`config.mk`:
```
export PLATFORM = sky130hd
export DESIGN_NAME = bpe_token_encoder
export DESIGN_NICKNAME = d
export VERILOG_FILES = /design/src/rtl/bpe_token_encoder.sv
export SDC_FILE = /design/constraint.sdc
export NUM_CORES = 1
export LEC_CHECK = 0
export BUFFER_PORTS_ARGS = -buffer_cell sky130_fd_sc_hd__buf_2
export CAP_MARGIN = 20
export CORE_UTILIZATION = 30
export CTS_BUF_LIST = sky130_fd_sc_hd__clkbuf_8
export CTS_CLUSTER_DIAMETER = 40
export DETAILED_ROUTE_END_ITERATION = 6
export GPL_TIMING_DRIVEN = 0
export PLACE_DENSITY_LB_ADDON = 0.05
export SLEW_MARGIN = 20
export SYNTH_ARGS = -nofsm -noshare
export SYNTH_HDL_FRONTEND = slang
export SYNTH_SLANG_ARGS = --single-unit
```
`constraint.sdc`:
```
create_clock -name clk -period 4.9 [get_ports clk]
set_clock_uncertainty 0.05 [all_clocks]
set_input_delay 0.98 -clock clk [delete_from_list [all_inputs] [get_ports clk]]
set_output_delay 0.98 -clock clk [all_outputs]
set_load 0.02 [all_outputs]
```
`src/rtl/bpe_token_encoder.sv`:
```
// Iterative byte-pair merge controller: ping-pongs a token sequence between buffers A and B,
// replacing adjacent pairs found in the vocab table until no merge happens or the pass limit hits.
module bpe_token_encoder #(
  parameter int unsigned ADDR_WIDTH       = 4,
  parameter int unsigned DATA_WIDTH       = 8,
  parameter int unsigned VOCAB_ADDR_WIDTH = 4,
  parameter int unsigned VOCAB_BASE       = 128,
  parameter int unsigned MAX_PASSES       = 8
) (
  input  logic                          clk,
  input  logic                          rst_n,
  input  logic                          cs,
  input  logic [ADDR_WIDTH:0]           len_in,
  input  logic [VOCAB_ADDR_WIDTH:0]     vocab_count,
  output logic [VOCAB_ADDR_WIDTH-1:0]   vocab_addr,
  input  logic [2*DATA_WIDTH-1:0]       vocab_dout,
  output logic [ADDR_WIDTH-1:0]         buf_a_addr,
  output logic                          buf_a_we,
  output logic [DATA_WIDTH-1:0]         buf_a_din,
  input  logic [DATA_WIDTH-1:0]         buf_a_dout,
  output logic [ADDR_WIDTH-1:0]         buf_b_addr,
  output logic                          buf_b_we,
  output logic [DATA_WIDTH-1:0]         buf_b_din,
  input  logic [DATA_WIDTH-1:0]         buf_b_dout,
  output logic                          busy,
  output logic                          done,
  output logic [ADDR_WIDTH:0]           len_out,
  output logic                          result_sel,
  output logic [3:0]                    passes
);

  localparam int unsigned AW = ADDR_WIDTH;
  localparam int unsigned DW = DATA_WIDTH;
  localparam int unsigned LW = ADDR_WIDTH + 1;
  localparam int unsigned VW = VOCAB_ADDR_WIDTH + 1;
  localparam int unsigned KW = VOCAB_ADDR_WIDTH;
  localparam int unsigned PW = (MAX_PASSES > 1) ? $clog2(MAX_PASSES) : 1;

  typedef enum logic [2:0] {
    IDLE, RD_L, RD_R, SCAN_ADDR, SCAN_CMP, EMIT, PASS_END, DONE
  } state_e;

  state_e          state_q, state_d;
  logic [LW-1:0]   i_q, i_d;
  logic [LW-1:0]   w_q, w_d;
  logic [LW-1:0]   len_q, len_d;
  logic [VW-1:0]   vcnt_q, vcnt_d;
  logic [KW-1:0]   k_q, k_d;
  logic [DW-1:0]   left_q, left_d;
  logic [DW-1:0]   right_q, right_d;
  logic            merged_q, merged_d;
  logic            src_b_q, src_b_d;
  logic [PW-1:0]   pass_cnt_q, pass_cnt_d;
  logic [3:0]      passes_q, passes_d;
  logic            sel_q, sel_d;
  logic            busy_q, busy_d;
  logic            done_q, done_d;
  logic [AW-1:0]   a_addr_q, a_addr_d, b_addr_q, b_addr_d;
  logic            a_we_q, a_we_d, b_we_q, b_we_d;
  logic [DW-1:0]   a_din_q, a_din_d, b_din_q, b_din_d;

  logic            emit;
  logic [DW-1:0]   emit_tok;
  logic            src_load;
  logic [AW-1:0]   src_addr;
  logic [DW-1:0]   src_dout;
  logic [DW-1:0]   merge_tok;

  assign src_dout  = src_b_q ? buf_b_dout : buf_a_dout;
  assign merge_tok = DW'(VOCAB_BASE) + DW'(k_q);

  // State and datapath registers
  always_ff @(posedge clk or negedge rst_n) begin
    if (!rst_n) begin
      state_q    <= IDLE;
      i_q        <= '0;
      w_q        <= '0;
      len_q      <= '0;
      vcnt_q     <= '0;
      k_q        <= '0;
      left_q     <= '0;
      right_q    <= '0;
      merged_q   <= 1'b0;
      src_b_q    <= 1'b0;
      pass_cnt_q <= '0;
      passes_q   <= '0;
      sel_q      <= 1'b0;
      busy_q     <= 1'b0;
      done_q     <= 1'b0;
      a_addr_q   <= '0;
      b_addr_q   <= '0;
      a_we_q     <= 1'b0;
      b_we_q     <= 1'b0;
      a_din_q    <= '0;
      b_din_q    <= '0;
    end else begin
      state_q    <= state_d;
      i_q        <= i_d;
      w_q        <= w_d;
      len_q      <= len_d;
      vcnt_q     <= vcnt_d;
      k_q        <= k_d;
      left_q     <= left_d;
      right_q    <= right_d;
      merged_q   <= merged_d;
      src_b_q    <= src_b_d;
      pass_cnt_q <= pass_cnt_d;
      passes_q   <= passes_d;
      sel_q      <= sel_d;
      busy_q     <= busy_d;
      done_q     <= done_d;
      a_addr_q   <= a_addr_d;
      b_addr_q   <= b_addr_d;
      a_we_q     <= a_we_d;
      b_we_q     <= b_we_d;
      a_din_q    <= a_din_d;
      b_din_q    <= b_din_d;
    end
  end

  // Next-state logic; SRAM controls are registered, so each address is set one state ahead
  always_comb begin
    state_d    = state_q;
    i_d        = i_q;
    w_d        = w_q;
    len_d      = len_q;
    vcnt_d     = vcnt_q;
    k_d        = k_q;
    left_d     = left_q;
    right_d    = right_q;
    merged_d   = merged_q;
    src_b_d    = src_b_q;
    pass_cnt_d = pass_cnt_q;
    passes_d   = passes_q;
    sel_d      = sel_q;
    busy_d     = busy_q;
    done_d     = 1'b0;
    a_addr_d   = a_addr_q;
    b_addr_d   = b_addr_q;
    a_we_d     = 1'b0;
    b_we_d     = 1'b0;
    a_din_d    = a_din_q;
    b_din_d    = b_din_q;
    emit       = 1'b0;
    emit_tok   = '0;
    src_load   = 1'b0;
    src_addr   = '0;

    case (state_q)
      IDLE: begin
        if (cs) begin
          busy_d     = 1'b1;
          len_d      = len_in;
          vcnt_d     = vocab_count;
          pass_cnt_d = '0;
          passes_d   = '0;
          sel_d      = 1'b0;
          src_b_d    = 1'b0;
          i_d        = '0;
          w_d        = '0;
          merged_d   = 1'b0;
          src_load   = 1'b1;
          state_d    = RD_L;
        end
      end
      RD_L: begin
        if (len_q == '0) begin
          busy_d  = 1'b0;
          done_d  = 1'b1;
          state_d = DONE;
        end else begin
          // s[i] is being read now; queue s[i+1] so it lands right behind it
          src_load = 1'b1;
          src_addr = AW'(i_q + LW'(1));
          state_d  = RD_R;
        end
      end
      RD_R: begin
        left_d = src_dout;
        if (i_q == len_q - LW'(1) || vcnt_q == '0) begin
          emit     = 1'b1;
          emit_tok = src_dout;
          i_d      = i_q + LW'(1);
          state_d  = EMIT;
        end else begin
          k_d     = '0;
          state_d = SCAN_ADDR;
        end
      end
      SCAN_ADDR: begin
        if (k_q == '0) right_d = src_dout;
        state_d = SCAN_CMP;
      end
      SCAN_CMP: begin
        if (vocab_dout == {left_q, right_q}) begin
          emit     = 1'b1;
          emit_tok = merge_tok;
          i_d      = i_q + LW'(2);
          merged_d = 1'b1;
          state_d  = EMIT;
        end else if (VW'({1'b0, k_q}) + VW'(1) < vcnt_q) begin
          k_d     = k_q + KW'(1);
          state_d = SCAN_ADDR;
        end else begin
          emit     = 1'b1;
          emit_tok = left_q;
          i_d      = i_q + LW'(1);
          state_d  = EMIT;
        end
      end
      EMIT: begin
        w_d = w_q + LW'(1);
        if (i_q < len_q) begin
          src_load = 1'b1;
          src_addr = AW'(i_q);
          state_d  = RD_L;
        end else begin
          state_d = PASS_END;
        end
      end
      PASS_END: begin
        len_d      = w_q;
        passes_d   = (passes_q == 4'd15) ? passes_q : passes_q + 4'd1;
        sel_d      = ~src_b_q;
        pass_cnt_d = pass_cnt_q + PW'(1);
        if (!merged_q || pass_cnt_q == PW'(MAX_PASSES - 1)) begin
          busy_d  = 1'b0;
          done_d  = 1'b1;
          state_d = DONE;
        end else begin
          src_b_d  = ~src_b_q;
          i_d      = '0;
          w_d      = '0;
          merged_d = 1'b0;
          src_load = 1'b1;
          state_d  = RD_L;
        end
      end
      DONE: begin
        state_d = IDLE;
      end
      default: begin
        state_d = IDLE;
      end
    endcase

    // Writes always go to the buffer opposite the current source
    if (emit) begin
      if (src_b_q) begin
        a_we_d   = 1'b1;
        a_addr_d = AW'(w_q);
        a_din_d  = emit_tok;
      end else begin
        b_we_d   = 1'b1;
        b_addr_d = AW'(w_q);
        b_din_d  = emit_tok;
      end
    end
    if (src_load) begin
      if (src_b_d) b_addr_d = src_addr;
      else         a_addr_d = src_addr;
    end
  end

  assign vocab_addr = k_q;
  assign buf_a_addr = a_addr_q;
  assign buf_a_we   = a_we_q;
  assign buf_a_din  = a_din_q;
  assign buf_b_addr = b_addr_q;
  assign buf_b_we   = b_we_q;
  assign buf_b_din  = b_din_q;
  assign busy       = busy_q;
  assign done       = done_q;
  assign len_out    = len_q;
  assign result_sel = sel_q;
  assign passes     = passes_q;

endmodule

```
# [Word level (Yosys, flattened, before mapping)]
# Cells that the tools add are included.
# Widths: inputs -> output; s select.
[classes] add_sub_neg=9 order_cmp=2 n_eq_ne=22 muxes=70 bitwise_logic=1 n_reduce_logical=24
[ops] op="$mux 4" count=15
[ops] op="$mux 8" count=4
[ops] op="$mux 5" count=6
[ops] op="$mux 3" count=8
[ops] op="$pmux 3 s8" count=1
[ops] op="$pmux 4 s2" count=3
[ops] op="$mux 1" count=21
[ops] op="$ne 2x2->1 const B" count=10
[ops] op="$pmux 5 s4" count=1
[ops] op="$eq 16x16->1" count=1
[ops] op="$pmux 8 s2" count=1
[ops] op="$eq 3x3->1 const B" count=5
[ops] op="$pmux 5 s3" count=1
[ops] op="$reduce_and 4->1" count=3
[ops] op="$add 5x1->5 const B" count=2
[ops] op="$logic_not 5->1" count=2
[ops] op="$lt 5x5->1" count=2
[ops] op="$pmux 5 s2" count=1
[ops] op="$reduce_and 2->1" count=5
[ops] op="$reduce_bool 3->1" count=3
[ops] op="$add 4x1->4 const B" count=2
[ops] op="$add 8x4->8 const A" count=1
[ops] op="$pmux 1 s2" count=4
[ops] op="$eq 3x2->1 const B" count=2
[ops] op="20 further kinds" count=24
[word_totals] regBits=81 inputBits=45 elab_cells=149

# [Depth between registers and ports, before layout]
[logic_depth] depth_word=8 ltp_mapped=11 ltp_nobuf=10

# [Least setup slack after synthesis]
# Ideal clock, no wire load.
[synth_path] kind="reg2reg" start="reg k_q[0], in the netlist vocab_addr[0]" end="reg a_din_q[1], in the netlist buf_a_din[1]" setup_time_ns=0.128 arrival_time_ns=2.694 t_required_ns=4.722 slack_ns=2.029 path_stages_with_launch=12 n_path_buf=1 period_less_slack_ns=2.871 cell_sequence="dfrtp_1 > ha_1 > xor2_1 > ha_1 > a21o_1 > a31oi_1 > o21ai_1 > o21ai_2 > a21bo_2 > inv_2 > buf_4 > mux2_1"
[synth_via] elab_chain_len=6 elab_cells_between_ends=10
[synth_rtl] item="from (decl)" line="48" text="logic [KW-1:0] k_q, k_d;"
[synth_rtl] item="from (signal assigned)" line="102" text="k_q <= k_d;"
[synth_rtl] item="$add 4x1->5" line="201" text="end else if (VW'({1'b0, k_q}) + VW'(1) < vcnt_q) begin"
[synth_rtl] item="$lt 5x5->1" line="201"
[synth_rtl] item="$mux 1" line="201"
[synth_rtl] item="$mux 1" line="195" text="if (vocab_dout == {left_q, right_q}) begin"
[synth_rtl] item="$pmux 1 s2" line="149" text="case (state_q)"
[synth_rtl] item="$reduce_and 2->1 (no source line)"
[synth_rtl] item="to (signal assigned)" line="116" text="a_din_q <= a_din_d;"
[synth_rtl] item="to (decl)" line="60" text="logic [DW-1:0] a_din_q, a_din_d, b_din_q, b_din_d;"
# Parallel ways exist; a longest one is shown, timed or not.
# A chain may end at the register's enable or synchronous reset.

# [Worst setup path after layout]
[layout_path] start="reg k_q[0], in the netlist vocab_addr[0]" end="reg a_din_q[4], in the netlist buf_a_din[4]"
# The elaborated chain is that of the path after synthesis.

==> results list <==
- Max-capacitance violation count: 0
- TritonCTS built the clock tree.
* Data arrival time of the worst path: 3.44 ns
- Setup violations remaining at the end of the flow were counted as 0.
- Switching power share of the total: a little under half
- P_leak: approximately 2.7 nW
- Async set or reset register ratio after synthesis: between 90% and 100%
* Wire length per cell after detailed routing: 16.6 um
- R2R setup slack: 1.69 ns
- Dominant synthesized flop cell: dfrtp_1
- Compared with the post-synthesis result, the final layout area differs by 19.5%.
- Placer's final routability congestion estimate: roughly 0.73
* Power density relative to cell area: 544 nW/um2
- Of the synthesized area, sequential elements account for 44.8%.
- The min-delay analysis places its worst path in the category register to register.
* Critical Path End Type: register
- Hold WS: 0.433 ns
- At the worst endpoint, the required time is 5.13 ns.
* Startpoint Class: register
- Site Rows: 44
- At the later pin of the worst-skew pair, clock insertion delay measures 0.39 ns.
- The first detailed-routing pass took 7 iterations.
- Detailed-placement wirelength estimate: between 9000 and 10000 um
- For this run, the post-layout net count is 622.
* Number of instances resized during post-cts repair: 0
* Sum of routed wire length over all layers: between 10000 and 15000 um
* Worst R2R Path Depth: 11
- VDD sags by at most 0.000164 V.
* Global-route wire length before repair: just over 20000 um
* Clock Sinks: 81
* Timing-limited maximum frequency: 0.311 GHz
- Counting tap cells, the placed design contains a total of 732 instances.
- TritonCTS buffer count: 9
- The worst setup path is of the register to register kind.
* Violated checks: DRC
* Crit share post-route: 65.5%
* Finished Cell Area: ~5400 um2
- Relative slew slack: between 40% and 50%
- Layout cell share with drive strength beyond 1: approximately 23%
* Sequential share of power: 36.8%
- In this run, synthesis produced a sequential element count of between 80 and 90.
- Psw: 0.00134 W
* Transition time at the pin with the least slew margin: between 0.8 and 0.9 ns
- Post-synthesis cell type count: 61
* Standard cell core area: 14600 um2
- Die footprint: 15600 um2
- Number of antenna violations at the first check in global routing: 0
* Status: complete, but fails checks
* Number of instances in the synthesized netlist: about 460
- Mean area per synthesized cell: 9.81 um2
* Count of input and output buffers: 86
- Most frequent cells in the layout: 89 x buf_2, 81 x dfrtp_1, 59 x nand2_1
* Top fanout value on the critical path: 10
- Cell Area, Synth: 4520 um2
* Post-Synthesis Net Count: 524
- The count of final hold-check violations came to 0.
- Initial Utilization: 30.9%
- Vias in the first global route: 3687
- DRC: 10
- Vert. Die Dim: between 100 and 150 um
- Setup repair after global routing left no endpoint under its margin.
- During synthesis, Yosys emitted a total of 0 warnings.
- Routed via count: 3685
* Max-slew violation count: 0
- Part of the power in combinational logic: ~46%
* Number of antenna-violating nets in the routed design: 0
- Internal power comes to 0.00160 W.
- After clock tree synthesis, the clock-pin slew on the worst setup and hold paths is 0.10 ns.
- Using the TritonRoute via totals, the vias-per-cell ratio works out to 4.93.
- Hold Path Cell Cnt: 2
* Die extent in x: 125 um
- Buffer count from post-CTS setup fixing: 0
* Clock group share of total power: between 10% and 20%
- Total global routing overflow: 0
- Clock tree synthesis selected as its root buffer the cell clkbuf_8.
- Non-filler instance count after layout: 748
* Number of hold buffers added after CTS: 0
- H-tree levels: 3
* Aggregate negative setup slack: 0 ns
- GRT Total Usage: 16.9%
* Buffers from clock root to sink, at most: 2
- Post-placement cell area: 5220 um2
- Fill cells in the final layout number 1534.
- The library cell used most frequently in the layout, excluding fill and tap cells, is buf_2.
* Number of synthesized flops with an enable pin: 0
* Pin count of the biggest net entering global routing: 47
* Detailed Route Iter0 Violations: 192
- ANT cells: 0
- I/O Pins: 87
* Final critical path time including I/O delays and setup: 3.21 ns
## synthesized netlist by cell type (all sizes together), types with 3 or more instances
cell type	number	area [um2]
a222oi	4	40.0
nor4	4	25.0
nor2	19	71.3
a21oi	15	90.1
and3	6	37.5
o21ai	50	258
mux2i	17	170
buf	8	57.6
a22o	7	61.3
mux2	18	203
xnor2	10	87.6
nand4	4	25.0
and2	3	18.8
dfrtp	81	2030
nor3	7	40.0
clkbuf	16	60.1
a21o	9	67.6
inv	25	93.8
nor3b	4	40.0
xor2	21	184
ha	18	225
nand2	59	221
nand3	13	70.1
nand3b	6	45.0
nand2b	3	18.8
a211o	3	26.3
## final timing paths
| check | from | end |
|---|---|---|
| setup / recovery | vocab_addr[0] | buf_a_din[4] |
| hold / removal | merged_q | merged_q |
| setup reg to reg | vocab_addr[0] | buf_a_din[4] |
| hold reg to reg | merged_q | merged_q |
| max in group asynchronous | rst_n | vocab_addr[2] |
| min in group asynchronous | rst_n | result_sel |
## routing by layer
layer  wire (um)  global-route usage, %  part of all wire [%]
met1        6170                   23.2                    50
met2        5650                   26.2                    46
met3         481                   4.17                   3.9
met4          99                   4.58                  0.80
met5           0                      0                     0
## cell type report
class | count | area [um2] | share of cell area (%)
clock inverters | 7 | 66.3 | 1.23
repair buffers | 87 | 460 | 8.52
inverters | 26 | 97.6 | 1.81
plain buffers | 24 | 118 | 2.18
well taps | 184 | 230 | 4.26
clock buffers | 9 | 124 | 2.29
flip-flops and latches | 81 | 2030 | 37.5
multi-input cells | 330 | 2280 | 42.2
## registers in the layout, indices dropped and copies added (netlist names), 5 cells and up
signal     cells
buf_b_din      8
buf_a_din      8
right_q        8
i_q            5
vcnt_q         5
len_out        5
w_q            5
left_q         8
## worst max-delay path, cell delays in order, from the launching register on
cell and delay (ns):
dfrtp_1 0.49, ha_1 0.29, xor2_1 0.16, ha_1 0.30
a21o_1 0.15, a31oi_1 0.26, o21ai_1 0.29, o21ai_2 0.29
a21bo_2 0.27, inv_2 0.05, buf_4 0.18, mux2_1 0.31
## cell families (layout without fill, tap and decap cells)
group           count (synthesis)  in the layout  synth area share, %
mux                            35             35                 8.24
xor+xnor                       31             31                 6.00
simple gates                  135            135                 15.0
buf+inv                        50            153                 4.76
flops                          81             81                 44.8
fa+ha+maj                      18             18                 4.98
compound gates                111            111                 16.2
## through the flow
step / utilization, % / power (W) / setup WS [ns]
after global placement: 35.4 / 0.00244 / 1.62
after floorplan: - / 0.00202 / 2.03
after CTS: 36.9 / 0.00299 / 1.66
after global routing: 36.9 / 0.00319 / 1.40
after detailed placement: 35.6 / 0.00246 / 1.63
final: 36.9 / 0.00294 / 1.69
## power by group through the flow
stage	registers (W)	clock network, W	logic [W]
floorplan	0.00116	0	0.000867
global placement	0.00109	0	0.00134
detailed placement	0.00110	0	0.00136
CTS	0.00109	0.000530	0.00137
global route	0.00112	0.000550	0.00153
finish	0.00108	0.000503	0.00136
No activity file was read; power rests on OpenSTA's default activity.
